$ cat src/rtl/pipe_skid_reg_pkg.sv
// Shared pipeline constants for the skid-buffered register stage:
// state encoding and occupancy helper.
package pipe_skid_reg_pkg;

   localparam int OCC_W = 2;

   typedef enum logic [1:0] {
      ST_EMPTY = 2'd0,
      ST_BUSY  = 2'd1,
      ST_FULL  = 2'd2
   } skid_state_e;

   function automatic logic [OCC_W-1:0] occ_of(input skid_state_e st);
      case (st)
         ST_BUSY: occ_of = 2'd1;
         ST_FULL: occ_of = 2'd2;
         default: occ_of = 2'd0;
      endcase
   endfunction

endpackage

$ cat src/rtl/pipe_skid_reg_dffe_w.sv
// WIDTH-bit register with write enable and async active-high clear to RESET_VAL.
module dffe_w #(
   parameter int                 WIDTH     = 32,
   parameter logic [WIDTH-1:0]   RESET_VAL = '0
) (
   input  logic             clk,
   input  logic             clr,
   input  logic             en,
   input  logic [WIDTH-1:0] d,
   output logic [WIDTH-1:0] q
);

   logic [WIDTH-1:0] q_q, q_d;

   always_comb begin
      q_d = en ? d : q_q;
   end

   always_ff @(posedge clk or posedge clr) begin
      if (clr) q_q <= RESET_VAL;
      else     q_q <= q_d;
   end

   assign q = q_q;

endmodule

$ cat src/rtl/pipe_skid_reg.sv
// Two-entry skid register stage: fully registered valid/ready, so in_ready
// never depends combinationally on out_ready.
module pipe_skid_reg #(
   parameter int                 WIDTH     = 32,
   parameter logic [WIDTH-1:0]   RESET_VAL = '0
) (
   input  logic             clk,
   input  logic             clr,
   input  logic             flush,
   input  logic             in_valid,
   input  logic [WIDTH-1:0] in_data,
   output logic             in_ready,
   output logic             out_valid,
   output logic [WIDTH-1:0] out_data,
   input  logic             out_ready,
   output logic [1:0]       occ
);

   import pipe_skid_reg_pkg::*;

   skid_state_e      state_q, state_d;
   logic             in_ready_q, in_ready_d;
   logic             out_valid_q, out_valid_d;
   logic [OCC_W-1:0] occ_q, occ_d;
   logic             main_en, skid_en;
   logic [WIDTH-1:0] main_d, main_q, skid_q;
   logic             xfer_in, xfer_out;

   assign xfer_in  = in_valid & in_ready_q;
   assign xfer_out = out_valid_q & out_ready;

   always_comb begin
      state_d = state_q;
      main_en = 1'b0;
      skid_en = 1'b0;
      main_d  = in_data;
      // flush drops everything, including a transfer offered this cycle
      if (flush) begin
         state_d = ST_EMPTY;
      end else begin
         case (state_q)
            ST_EMPTY: begin
               if (xfer_in) begin
                  main_en = 1'b1;
                  state_d = ST_BUSY;
               end
            end
            ST_BUSY: begin
               if (xfer_in && xfer_out) begin
                  main_en = 1'b1;
               end else if (xfer_out) begin
                  state_d = ST_EMPTY;
               end else if (xfer_in) begin
                  skid_en = 1'b1;
                  state_d = ST_FULL;
               end
            end
            ST_FULL: begin
               if (xfer_out) begin
                  main_en = 1'b1;
                  main_d  = skid_q;
                  state_d = ST_BUSY;
               end
            end
            default: state_d = ST_EMPTY;
         endcase
      end
      in_ready_d  = (state_d != ST_FULL);
      out_valid_d = (state_d != ST_EMPTY);
      occ_d       = occ_of(state_d);
   end

   always_ff @(posedge clk or posedge clr) begin
      if (clr) begin
         state_q     <= ST_EMPTY;
         in_ready_q  <= 1'b1;
         out_valid_q <= 1'b0;
         occ_q       <= '0;
      end else begin
         state_q     <= state_d;
         in_ready_q  <= in_ready_d;
         out_valid_q <= out_valid_d;
         occ_q       <= occ_d;
      end
   end

   dffe_w #(.WIDTH(WIDTH), .RESET_VAL(RESET_VAL)) u_main (
      .clk (clk),
      .clr (clr),
      .en  (main_en),
      .d   (main_d),
      .q   (main_q)
   );

   dffe_w #(.WIDTH(WIDTH), .RESET_VAL(RESET_VAL)) u_skid (
      .clk (clk),
      .clr (clr),
      .en  (skid_en),
      .d   (in_data),
      .q   (skid_q)
   );

   assign in_ready  = in_ready_q;
   assign out_valid = out_valid_q;
   assign out_data  = main_q;
   assign occ       = occ_q;

endmodule

$ cat config.mk
export PLATFORM = sky130hd
export DESIGN_NAME = pipe_skid_reg
export DESIGN_NICKNAME = d
export VERILOG_FILES = /design/src/rtl/pipe_skid_reg_pkg.sv /design/src/rtl/pipe_skid_reg_dffe_w.sv /design/src/rtl/pipe_skid_reg.sv
export SDC_FILE = /design/constraint.sdc
export NUM_CORES = 1
export LEC_CHECK = 0
export ABC_AREA = 1
export BUFFER_PORTS_ARGS = -buffer_cell sky130_fd_sc_hd__buf_2
export CORE_UTILIZATION = 49
export DETAILED_ROUTE_END_ITERATION = 8
export GPL_TIMING_DRIVEN = 0
export PLACE_DENSITY = 0.76
export SYNTH_ARGS = -nofsm -noshare
export SYNTH_HDL_FRONTEND = slang
export SYNTH_HIERARCHICAL = 1
export SYNTH_SLANG_ARGS = --single-unit
$ cat constraint.sdc
create_clock -name clk -period 1.5 [get_ports clk]
set_clock_uncertainty 0.15 [all_clocks]
set_input_delay 0.375 -clock clk [delete_from_list [all_inputs] [get_ports clk]]
set_output_delay 0.375 -clock clk [all_outputs]
set_load 0.01 [all_outputs]
==> summary.md <==
| Metric | Value |
|---|---|
| Mean number of vias per cell | 4.95 |
| TritonCTS clock tree | done |
| Mapped Nets | around 450 |
| Number of DRC violations after detailed routing | 0 |
| Final setup margin | -0.0586 ns |
| Total via count after detailed routing | 2911 |
| Iteration-0 DRC count of the detailed router | 152 |
| Period utilisation layout | 1.04 |
| Slew Viols, Final | 0 |
| Largest net degree at the start of global routing | 33 |
| Final count of hold timing violations | 0 |
| Router iterations before antenna repair | 4 |
| Clock slew seen by the registers of the worst setup and hold paths | 0.07 ns |
| Critical path's slowest cell | sky130_fd_sc_hd__dfrtp_2 |
| Remaining Overflow, GRT | 0 |
| Die width | between 80 and 90 microns |
| Post-route minimum period | between 1.5 and 2 ns |
| Reg-to-reg endpoint | u_skid/q[4] |
| Total I/O pin count | 73 |
| Final antenna-violating net count | 0 |
| Register bit count reported by yosys | 70 |
| Mean routed wirelength per cell | approximately 13 microns |
| Setup violation total in the final timing report | 61 |
| Buffers & Inverters on Critical Path | 3 |
| Crit end category | flop |
| Post-Route Utilization | 0.651 |
| Register-to-register setup slack | -0.06 ns |
| Vert. Die Dim | around 85 microns |
| Number of violations of the max-capacitance limit | 0 |
| Combined area of the multi-input logic cells | ~1300 sq um |
| Result of the run | complete, but fails checks |
| Origin of the critical flop-to-flop path | state_q[1] |
| Root buffer cell | sky130_fd_sc_hd__clkbuf_8 |
| Peak ir drop on the vdd network | a little over 0.8 mV |
| Power density relative to cell area | around 1800 nW/um^2 |
| Leakage power of the design | between 2 and 2.5 nW |
| Post-Layout Cell Count | between 500 and 600 |
| Num rows | 29 |
| # port buffers | 72 |
| Launching element type of the critical path | flop |
| Internal | between 4 and 5 mW |
| Die outline area | slightly above 7000 sq um |
| Maximum clock frequency | about 0.64 GHz |
| Area added between synthesis and finish | 25.0% |
| Antenna diode count | 0 |
| Final GP Congestion | 0.816 |
| Critical path fanouts, max | 8 |
| Setup WS pre-CTS | -0.315 ns |
| Initial Util | 0.521 |
| Warnings, synthesis | 6 |
| Worst rel slew slack | 0.513 |
| Distinct cell type count after synthesis | 19 |
| Placeable core region | about 6500 sq um |
| Arrival time at the worst endpoint | around 1.6 ns |
| Total half-perimeter wirelength after legalization and detailed placement | roughly 5000 microns |
| CTS H-tree lvls | 3 |
| Chain of cells forming the critical path | nor2_1 > nand3_1 > nor2_2 > buf_6 > inv_8 > clkbuf_16 > nand2_2 > nand2_1 |
| Worst min-delay path class | in2async |
| Total placed cells including tap cells | between 500 and 600 |
| Count of cells along the worst register-to-register path | 8 |
| Global-route wire length before repair | between 10000 and 15000 microns |
| Setup repair after global routing missed its margin | true |
| Maximum buffer depth of the clock tree | 2 |
| Mean post-synth cell area | approximately 8.2 sq um |
| Via count of the first global-routing pass | 2780 |
| Post-synthesis sequential area ratio | 0.518 |
| Net load switching power | 2.77 mW |
| Sequential standard cell area | approximately 1800 sq um |
| Part of the total power dissipated in combinational logic | 0.383 |
| Share of total power in the clock network | 0.169 |
| Critical path's top delay family | flip-flops |
| Filler instances | between 500 and 600 |
| Final setup TNS | -1.89 ns |
| Kind of critical path | reg2reg |
| Global-route total usage across every layer | 0.221 |
| Transition time at the pin with the least slew margin | about 0.73 ns |
| Violated checks | negative setup slack |
| Switching portion of total power | 0.370 |
| Crit path largest cell delay | 0.47 ns |
| CTS Buf Count | 9 |
| Netlist Area Pre-Place | about 3400 sq um |
| Ratio of cells with drive above 1 in the final layout | 0.309 |
| Worst skew pair latency | between 0.3 and 0.4 ns |
| Clock sink total | 70 |
| Critical path data required time | roughly 1.6 ns |
| Number of nets in the layout | between 500 and 600 |
| Proportion of power drawn by flip-flops and latches | 0.448 |
| Routed Wire Length | between 7000 and 8000 microns |
| Number of antenna violations at the first check in global routing | 0 |
| Count of mapped cells out of synthesis | around 410 |
| Power Total | between 7 and 8 mW |
-- per-layer routing --
| metal | track usage | part of all wire | vias to the layer above |
|---|---|---|---|
| met3 | 0.0496 | 0.054 | 11 |
| met5 | 0 | 0 | - |
| met2 | 0.370 | 0.50 | 91 |
| li1 | - | - | 1446 |
| met1 | 0.277 | 0.43 | 1363 |
| met4 | 0.0924 | 0.020 | 0 |
-- cells by family (layout without fill, tap and decap cells) --
logic type | Yosys count | count (layout) | synth area share
AND/OR/NAND/NOR | 305 | 305 | 0.377
flip-flops | 70 | 70 | 0.518
buffers and inverters | 35 | 132 | 0.0984
AO/OA/AOI/OAI | 4 | 4 | 0.00666
-- cell usage after synthesis --
master / number / share of area
sky130_fd_sc_hd__inv_8: 2 / 0.0067
sky130_fd_sc_hd__nand2_4: 2 / 0.0067
sky130_fd_sc_hd__nor2_1: 6 / 0.0067
sky130_fd_sc_hd__nor2_8: 1 / 0.0059
sky130_fd_sc_hd__o21a_1: 1 / 0.0022
sky130_fd_sc_hd__buf_6: 12 / 0.040
sky130_fd_sc_hd__buf_12: 2 / 0.012
sky130_fd_sc_hd__buf_2: 3 / 0.0044
sky130_fd_sc_hd__inv_1: 9 / 0.010
sky130_fd_sc_hd__inv_2: 1 / 0.0011
sky130_fd_sc_hd__o21ai_0: 1 / 0.0015
sky130_fd_sc_hd__a21oi_1: 2 / 0.0030
sky130_fd_sc_hd__nor2_4: 1 / 0.0033
sky130_fd_sc_hd__nand3_1: 33 / 0.049
sky130_fd_sc_hd__dfrtp_1: 69 / 0.51
sky130_fd_sc_hd__dfstp_2: 1 / 0.0078
sky130_fd_sc_hd__nand2_1: 242 / 0.27
sky130_fd_sc_hd__nand2_2: 20 / 0.037
sky130_fd_sc_hd__clkbuf_8: 6 / 0.024
-- final cells by class --
class | instances | share of cell area
Timing Repair Buffer | 83 | 0.129
Tap cell | 77 | 0.0228
Multi-Input combinational cell | 309 | 0.314
Buffer | 23 | 0.0686
Clock buffer | 12 | 0.0343
Inverter | 12 | 0.0142
Sequential cell | 70 | 0.415
Clock inverter | 2 | 0.00237
-- power groups by stage --
stage	logic [mW]	clock network, mW	registers [mW]
3_5_place_dp	2.63	0	3.34
4_1_cts	2.73	1.30	3.34
2_1_floorplan	1.57	0	3.51
5_1_grt	3.23	1.39	3.46
6_report	2.87	1.27	3.36
3_3_place_gp	2.57	0	3.30
-- flip-flops by register name, summed over array words and instances (netlist names) --
signal     count
in_ready       1
occ            2
out_valid      1
state_q        2
u_main/q      32
u_skid/q      32
-- cell usage in the layout, fill, tap and decap left out, types with 2 or more instances in the layout --
cell                            netlist  final
sky130_fd_sc_hd__nand3_1             33     33
sky130_fd_sc_hd__buf_12               2      2
sky130_fd_sc_hd__nand2_2             20     26
sky130_fd_sc_hd__a21oi_2              0      2
sky130_fd_sc_hd__clkbuf_8             6     16
sky130_fd_sc_hd__buf_6               12      9
sky130_fd_sc_hd__inv_8                2      2
sky130_fd_sc_hd__inv_1                9      7
sky130_fd_sc_hd__nor2_1               6      4
sky130_fd_sc_hd__clkinv_2             0      2
sky130_fd_sc_hd__buf_4                0      4
sky130_fd_sc_hd__buf_8                0      4
sky130_fd_sc_hd__nand2_1            242    236
sky130_fd_sc_hd__dfrtp_1             69     67
sky130_fd_sc_hd__nand2_4              2      2
sky130_fd_sc_hd__clkbuf_1             0      2
sky130_fd_sc_hd__nor2_2               0      2
sky130_fd_sc_hd__clkbuf_16            0      4
sky130_fd_sc_hd__inv_2                1      2
sky130_fd_sc_hd__buf_2                3     73
sky130_fd_sc_hd__dlygate4sd3_1        0      2
sky130_fd_sc_hd__dfrtp_2              0      2
-- timing repair --
action,4_1_cts,5_1_grt
hold buffers,1,1
setup endpoints to repair,32,64
setup buffers,2,2
hold endpoints to repair,5,16
resized for setup,11,9
pin swaps,0,2
cloned,0,4
-- worst register-to-register path, cell delays in order (launching register included) --
cell	delay, ns
sky130_fd_sc_hd__dfrtp_2	0.47
sky130_fd_sc_hd__nor2_1	0.11
sky130_fd_sc_hd__nand3_1	0.11
sky130_fd_sc_hd__nor2_2	0.14
sky130_fd_sc_hd__buf_6	0.15
sky130_fd_sc_hd__inv_8	0.07
sky130_fd_sc_hd__clkbuf_16	0.16
sky130_fd_sc_hd__nand2_2	0.05
sky130_fd_sc_hd__nand2_1	0.05
-- stage by stage --
stage | instance area (sq um) | hold slack, ns
3_3_place_gp | 3840 | 0.154
4_1_cts | 4050 | 0.0954
5_1_grt | 4230 | 0.0858
3_5_place_dp | 3840 | 0.164
6_report | 4230 | 0.0224
2_1_floorplan | 3380 | 0.0152
-- worst max path at each step --
stage,startpoint,end,slack [ns],cells after the start
after floorplan,in_ready,u_main/q[10],0.0009,9
after global placement,clr,u_main/q[26],-0.28,2
after detailed placement,clr,u_main/q[26],-0.31,2
after CTS,in_ready,in_ready,-0.03,1
after global routing,in_ready,u_main/q[17],-0.13,9
final,state_q[1],u_skid/q[4],-0.06,8
Power figures use the tool's default switching activity.
